[src/rtl/keccak_globals_pkg.sv]
// rtl/keccak_globals_pkg.sv - shared constants and FSM state type for the Keccak round controller
package keccak_globals;

  localparam int KECCAK_NUM_ROUNDS = 24;
  localparam int KECCAK_RND_W      = 5;

  typedef enum logic [1:0] {
    IDLE = 2'd0,
    RUN  = 2'd1,
    DONE = 2'd2
  } keccak_ctrl_state_t;

endpackage

[src/rtl/keccak_round_counter.sv]
// rtl/keccak_round_counter.sv - round index counter with clear, step and final-round flag
module keccak_round_counter
  import keccak_globals::*;
#(
  parameter int NUM_ROUNDS       = KECCAK_NUM_ROUNDS,
  parameter int ROUNDS_PER_CYCLE = 1,
  parameter int RND_W            = KECCAK_RND_W
) (
  input  logic             clk,
  input  logic             rst,
  input  logic             i_clear,
  input  logic             i_step_en,
  input  logic [RND_W-1:0] i_step,
  output logic [RND_W-1:0] o_count,
  output logic             o_last
);

  localparam logic [RND_W-1:0] LAST_IDX = RND_W'(NUM_ROUNDS - ROUNDS_PER_CYCLE);

  logic [RND_W-1:0] r_count;

  // Clear wins over stepping so a fresh permutation always starts at round 0.
  always_ff @(posedge clk or posedge rst) begin
    if (rst) begin
      r_count <= '0;
    end else if (i_clear) begin
      r_count <= '0;
    end else if (i_step_en) begin
      r_count <= r_count + i_step;
    end
  end

  assign o_count = r_count;
  assign o_last  = (r_count == LAST_IDX);

endmodule

[src/rtl/keccak_round_controller.sv]
// rtl/keccak_round_controller.sv - IDLE/RUN/DONE sequencer for one Keccak-f[1600] permutation (optional abort: KECCAK_CTRL_ABORT_EN)
module keccak_round_controller
  import keccak_globals::*;
#(
  parameter int NUM_ROUNDS       = KECCAK_NUM_ROUNDS,
  parameter int ROUNDS_PER_CYCLE = 1,
  parameter int RND_W            = KECCAK_RND_W
) (
  input  logic             clk,
  input  logic             rst,
  input  logic             start_i,
  output logic             ready_o,
  output logic             state_load_o,
  output logic             state_en_o,
  output logic [RND_W-1:0] round_number_o,
  output logic             round_last_o,
  output logic             busy_o,
  output logic             done_o,
  input  logic             done_ready_i
`ifdef KECCAK_CTRL_ABORT_EN
  ,
  input  logic             abort_i
`endif
);

  generate
    if ((ROUNDS_PER_CYCLE < 1) || (NUM_ROUNDS % ROUNDS_PER_CYCLE != 0)) begin : g_bad_rpc
      $error("ROUNDS_PER_CYCLE must divide NUM_ROUNDS");
    end
    if (NUM_ROUNDS > (1 << RND_W)) begin : g_bad_rnd_w
      $error("NUM_ROUNDS does not fit in RND_W bits");
    end
  endgenerate

  keccak_ctrl_state_t r_state;
  keccak_ctrl_state_t w_state_nxt;

  logic             w_abort;
  logic             w_in_run;
  logic             w_in_done;
  logic             w_accept;
  logic             w_cnt_clear;
  logic             w_cnt_last;
  logic [RND_W-1:0] w_cnt;

`ifdef KECCAK_CTRL_ABORT_EN
  assign w_abort = abort_i;
`else
  assign w_abort = 1'b0;
`endif

  assign w_in_run  = (r_state == RUN);
  assign w_in_done = (r_state == DONE);

  // A DONE cycle whose result is being consumed may accept the next request directly.
  assign ready_o   = (r_state == IDLE) | (w_in_done & done_ready_i);
  assign w_accept  = start_i & ready_o & ~w_abort;

  // Counter returns to 0 on load, on abort, and after the final round so IDLE/DONE see 0.
  assign w_cnt_clear = w_accept | w_abort | (w_in_run & w_cnt_last);

  keccak_round_counter #(
    .NUM_ROUNDS       (NUM_ROUNDS),
    .ROUNDS_PER_CYCLE (ROUNDS_PER_CYCLE),
    .RND_W            (RND_W)
  ) u_round_counter (
    .clk       (clk),
    .rst       (rst),
    .i_clear   (w_cnt_clear),
    .i_step_en (w_in_run),
    .i_step    (RND_W'(ROUNDS_PER_CYCLE)),
    .o_count   (w_cnt),
    .o_last    (w_cnt_last)
  );

  // Next-state decode; abort overrides every other transition.
  always_comb begin
    w_state_nxt = r_state;
    if (w_abort) begin
      w_state_nxt = IDLE;
    end else begin
      case (r_state)
        IDLE:    if (w_accept) w_state_nxt = RUN;
        RUN:     if (w_cnt_last) w_state_nxt = DONE;
        DONE: begin
          if (w_accept)          w_state_nxt = RUN;
          else if (done_ready_i) w_state_nxt = IDLE;
        end
        default: w_state_nxt = IDLE;
      endcase
    end
  end

  // State register; reset discards any in-flight permutation.
  always_ff @(posedge clk or posedge rst) begin
    if (rst) begin
      r_state <= IDLE;
    end else begin
      r_state <= w_state_nxt;
    end
  end

  assign state_load_o   = w_accept;
  assign state_en_o     = w_in_run & ~w_abort;
  assign round_number_o = w_in_run ? w_cnt : '0;
  assign round_last_o   = w_in_run & w_cnt_last;
  assign busy_o         = w_in_run;
  assign done_o         = w_in_done;

endmodule

[config.mk]
export PLATFORM = sky130hd
export DESIGN_NAME = keccak_round_controller
export DESIGN_NICKNAME = d
export VERILOG_FILES = /design/src/rtl/keccak_globals_pkg.sv /design/src/rtl/keccak_round_counter.sv /design/src/rtl/keccak_round_controller.sv
export SDC_FILE = /design/constraint.sdc
export NUM_CORES = 1
export LEC_CHECK = 0
export ABC_AREA = 1
export CORE_UTILIZATION = 30
export DETAILED_ROUTE_END_ITERATION = 8
export PLACE_DENSITY = 0.59
export REMOVE_ABC_BUFFERS = 1
export SETUP_SLACK_MARGIN = 0.15
export SKIP_LAST_GASP = 1
export SLEW_MARGIN = 20
export SYNTH_ARGS = -nofsm -noshare
export SYNTH_HDL_FRONTEND = slang
export SYNTH_HIERARCHICAL = 1
export SYNTH_SLANG_ARGS = --single-unit
export TNS_END_PERCENT = 20
[constraint.sdc]
create_clock -name clk -period 1.95 [get_ports clk]
set_input_delay 0.4875 -clock clk [delete_from_list [all_inputs] [get_ports clk]]
set_output_delay 0.4875 -clock clk [all_outputs]
set_load 0.005 [all_outputs]
==> impl_metrics.ini <==
[synth]
synth_cells = 88
synth_cell_types = 18
syn_avg_cell_area_um2 = 6.51
synth_area_um2 = 573
synth.yosys.seq_area_share_pct = 30.6
ys_warn_count = 6
ys_ff_latch = 7

[worst_setup_path]
crit_top_cell = inv_2
reg2reg_to = u_round_counter/o_count[0]$_DFFE_PP0P_
path_cells = inv_2, nor2_4, inv_2, nor2_1, clkdlybuf4s50_1
critical_path_required_ns = 1.46
critPathArrivalTime_ns = 1.52
slowest_stage = clkdlybuf4s50_1
cp_max_fo = 5
critical_path_class = flop to output pin
slowest_delay_ns = 0.50
r2r_cells = 12
cp-end-kind = output pin
r2r-start = u_round_counter/o_count[3]$_DFFE_PP0P_
regToRegSetupSlack_ns = -0.04
cp-start-kind = flop
startpoint = r_state[0]$_DFFE_PP0P_

[grt]
grt-ovfl-total = 0
antenna_found_initial = 0
grt_pass1_wl_um = 2540
grt_pass1_vias = 609
grt_max_degree = 6
grtUsageTotal_pct = 18.2

[clock_tree]
tritoncts = done
clkLatencyLatePin_ns = 0.26
ctsHoldBuffers = 0
root_buffer = clkbuf_4
path_clk_slew_ns = 0.05
htreeDepth = 1
cts.sinks = 7
cts_buffer_depth = 2
cts_buffers = 3

[detailed_routing]
drt-met1-wl_um = 640
drt_iter0_markers = 9
met3_length_um = 91
wl_met2_um = 855
route.detailed.drc = 0
dr.pass1.iters = 4
num_vias = 637
drt-total-wl_um = 1610
top_layer = met4
routedWlPerCell_um = 10.2
final_antenna_net_count = 0
vias_per_cell = 4.06

[place]
port_buffers = 14
dp_cells = 140
dp_hpwl_um = 1030
place_ws_ns = -0.218
placed_cell_area_um2 = 823
place_congestion = 0.690

[cells_and_area]
syn2layout_area_growth_pct = 70.1
nets = 142
finish.utilization_pct = 55.2
fin_cells = 157
drive_gt1_share_pct = 28.8
finish.instance_area_um2 = 975
diodes = 0
fill_cells = 182

[run_status]
status = finished, violations left
violations = negative setup slack

[timing]
skew_ns = 0.00542
slew_viol_final = 0
rsz0062_at_grt = yes
min_period_ns = 2.01
setup_viol = 5
setup_ws_ns = -0.0573
hold_viol = 0
fmax_mhz = 498
period_share_pct = 103

[die]
dieArea_um2 = 2090
coreArea_um2 = 1760
start_util_pct = 32.5
io_pins = 15
die_h_um = 45.7
rows = 15
fp.dieW_um = 45.7

[hold_path]
hold_class = primary input to asynchronous set/reset pin

[flow_run]
drv_cap = 0

[pwr]
p_leak_nw = 0.601
peakVddDrop_mv = 0.769
p_per_area_nw_per_um2 = 1310
[worst max path at each step]
stage / end / slack (ns) / cells after the start
floorplan: u_round_counter/o_count[0]$_DFFE_PP0P_ / 0.54 / 8
global placement: state_load_o / -0.20 / 6
detailed placement: state_load_o / -0.22 / 6
CTS: u_round_counter/o_count[0]$_DFFE_PP0P_ / -0.05 / 13
global route: u_round_counter/o_count[0]$_DFFE_PP0P_ / -0.14 / 13
finish: round_number_o[4] / -0.06 / 5
[cells by family after synthesis]
logic type      count (synthesis)  share of synthesized area [%]
fa+ha+maj                       5                           12.2
flops                           7                           30.6
compound gates                  4                           4.58
buf+inv                        29                           19.7
other cells                     2                           1.31
xor+xnor                        1                           1.53
simple gates                   40                           30.1
[where the power goes]
group,internal [mW],switching [mW],leakage (nW)
Sequential,0.211,0.0387,0.0844
Combinational,0.456,0.437,0.502
Clock,0.0784,0.0580,0.0150
[cell usage after synthesis]
cell type / instances / area [um^2]
a21oi_1: 1 / 5.00
a22o_1: 1 / 8.76
buf_4: 1 / 7.51
conb_1: 2 / 7.51
dfrtp_1: 7 / 175
fa_1: 1 / 20.0
ha_1: 4 / 50.1
inv_1: 26 / 97.6
inv_2: 2 / 7.51
nand2_1: 24 / 90.1
nand3_1: 6 / 30.0
nor2_1: 6 / 22.5
nor2_2: 1 / 6.26
nor2_4: 1 / 11.3
nor4_1: 1 / 6.26
o22ai_1: 2 / 12.5
or2_1: 1 / 6.26
xor2_1: 1 / 8.76
[cell type report]
class	count	area, um^2	area share [%]
Clock buffer	4	26.3	2.70
Inverter	28	105	10.8
Multi-Input combinational cell	57	332	34.0
Sequential cell	7	175	18.0
Tap cell	25	31.3	3.21
Timing Repair Buffer	36	305	31.3
[sequential cells by signal (all words and copies together) (netlist names)]
name                     count
u_round_counter/o_count      5
r_state                      2
[timing repair]
item / CTS / global route
hold endpoints to repair: 0 / 0
setup endpoints to repair: 11 / 17
buffers inserted: 11 / 2
pin swaps: 7 / 3
resized for setup: 16 / 3
[routing by layer]
metal | up-vias | track usage, %
met1 | 284 | 19.5
met2 | 16 | 31.4
met5 | - | 0
met4 | 0 | 7.65
li1 | 335 | -
met3 | 2 | 7.14
[cells in the final DEF (no fill, tap or decap), types with 2 or more instances in the layout]
cell type	n
nand3_1	5
clkbuf_4	3
nor2_1	6
conb_1	7
dlygate4sd2_1	3
inv_1	23
o22ai_1	2
dlymetal6s2s_1	2
nand2_2	3
dfrtp_1	7
ha_1	4
clkdlybuf4s50_1	8
nand2_1	21
inv_2	5
buf_4	21
[critical path: cells and delay by family, from the launching register on]
family / cells / cell delay (ns)
flip-flops: 1 / 0.37
AND/OR/NAND/NOR: 2 / 0.23
buffers and inverters: 3 / 0.66
[stage by stage]
stage | power, mW | hold WS [ns] | TNS [ns]
6_report | 1.28 | 0.402 | -0.196
5_1_grt | 1.40 | 0.436 | -0.788
4_1_cts | 1.25 | 0.402 | -0.206
3_5_place_dp | 1.03 | 0.543 | -0.389
3_3_place_gp | 1.02 | 0.537 | -0.354
2_1_floorplan | 0.667 | 0.229 | 0
Note: power is estimated with default switching activity, not from simulation.
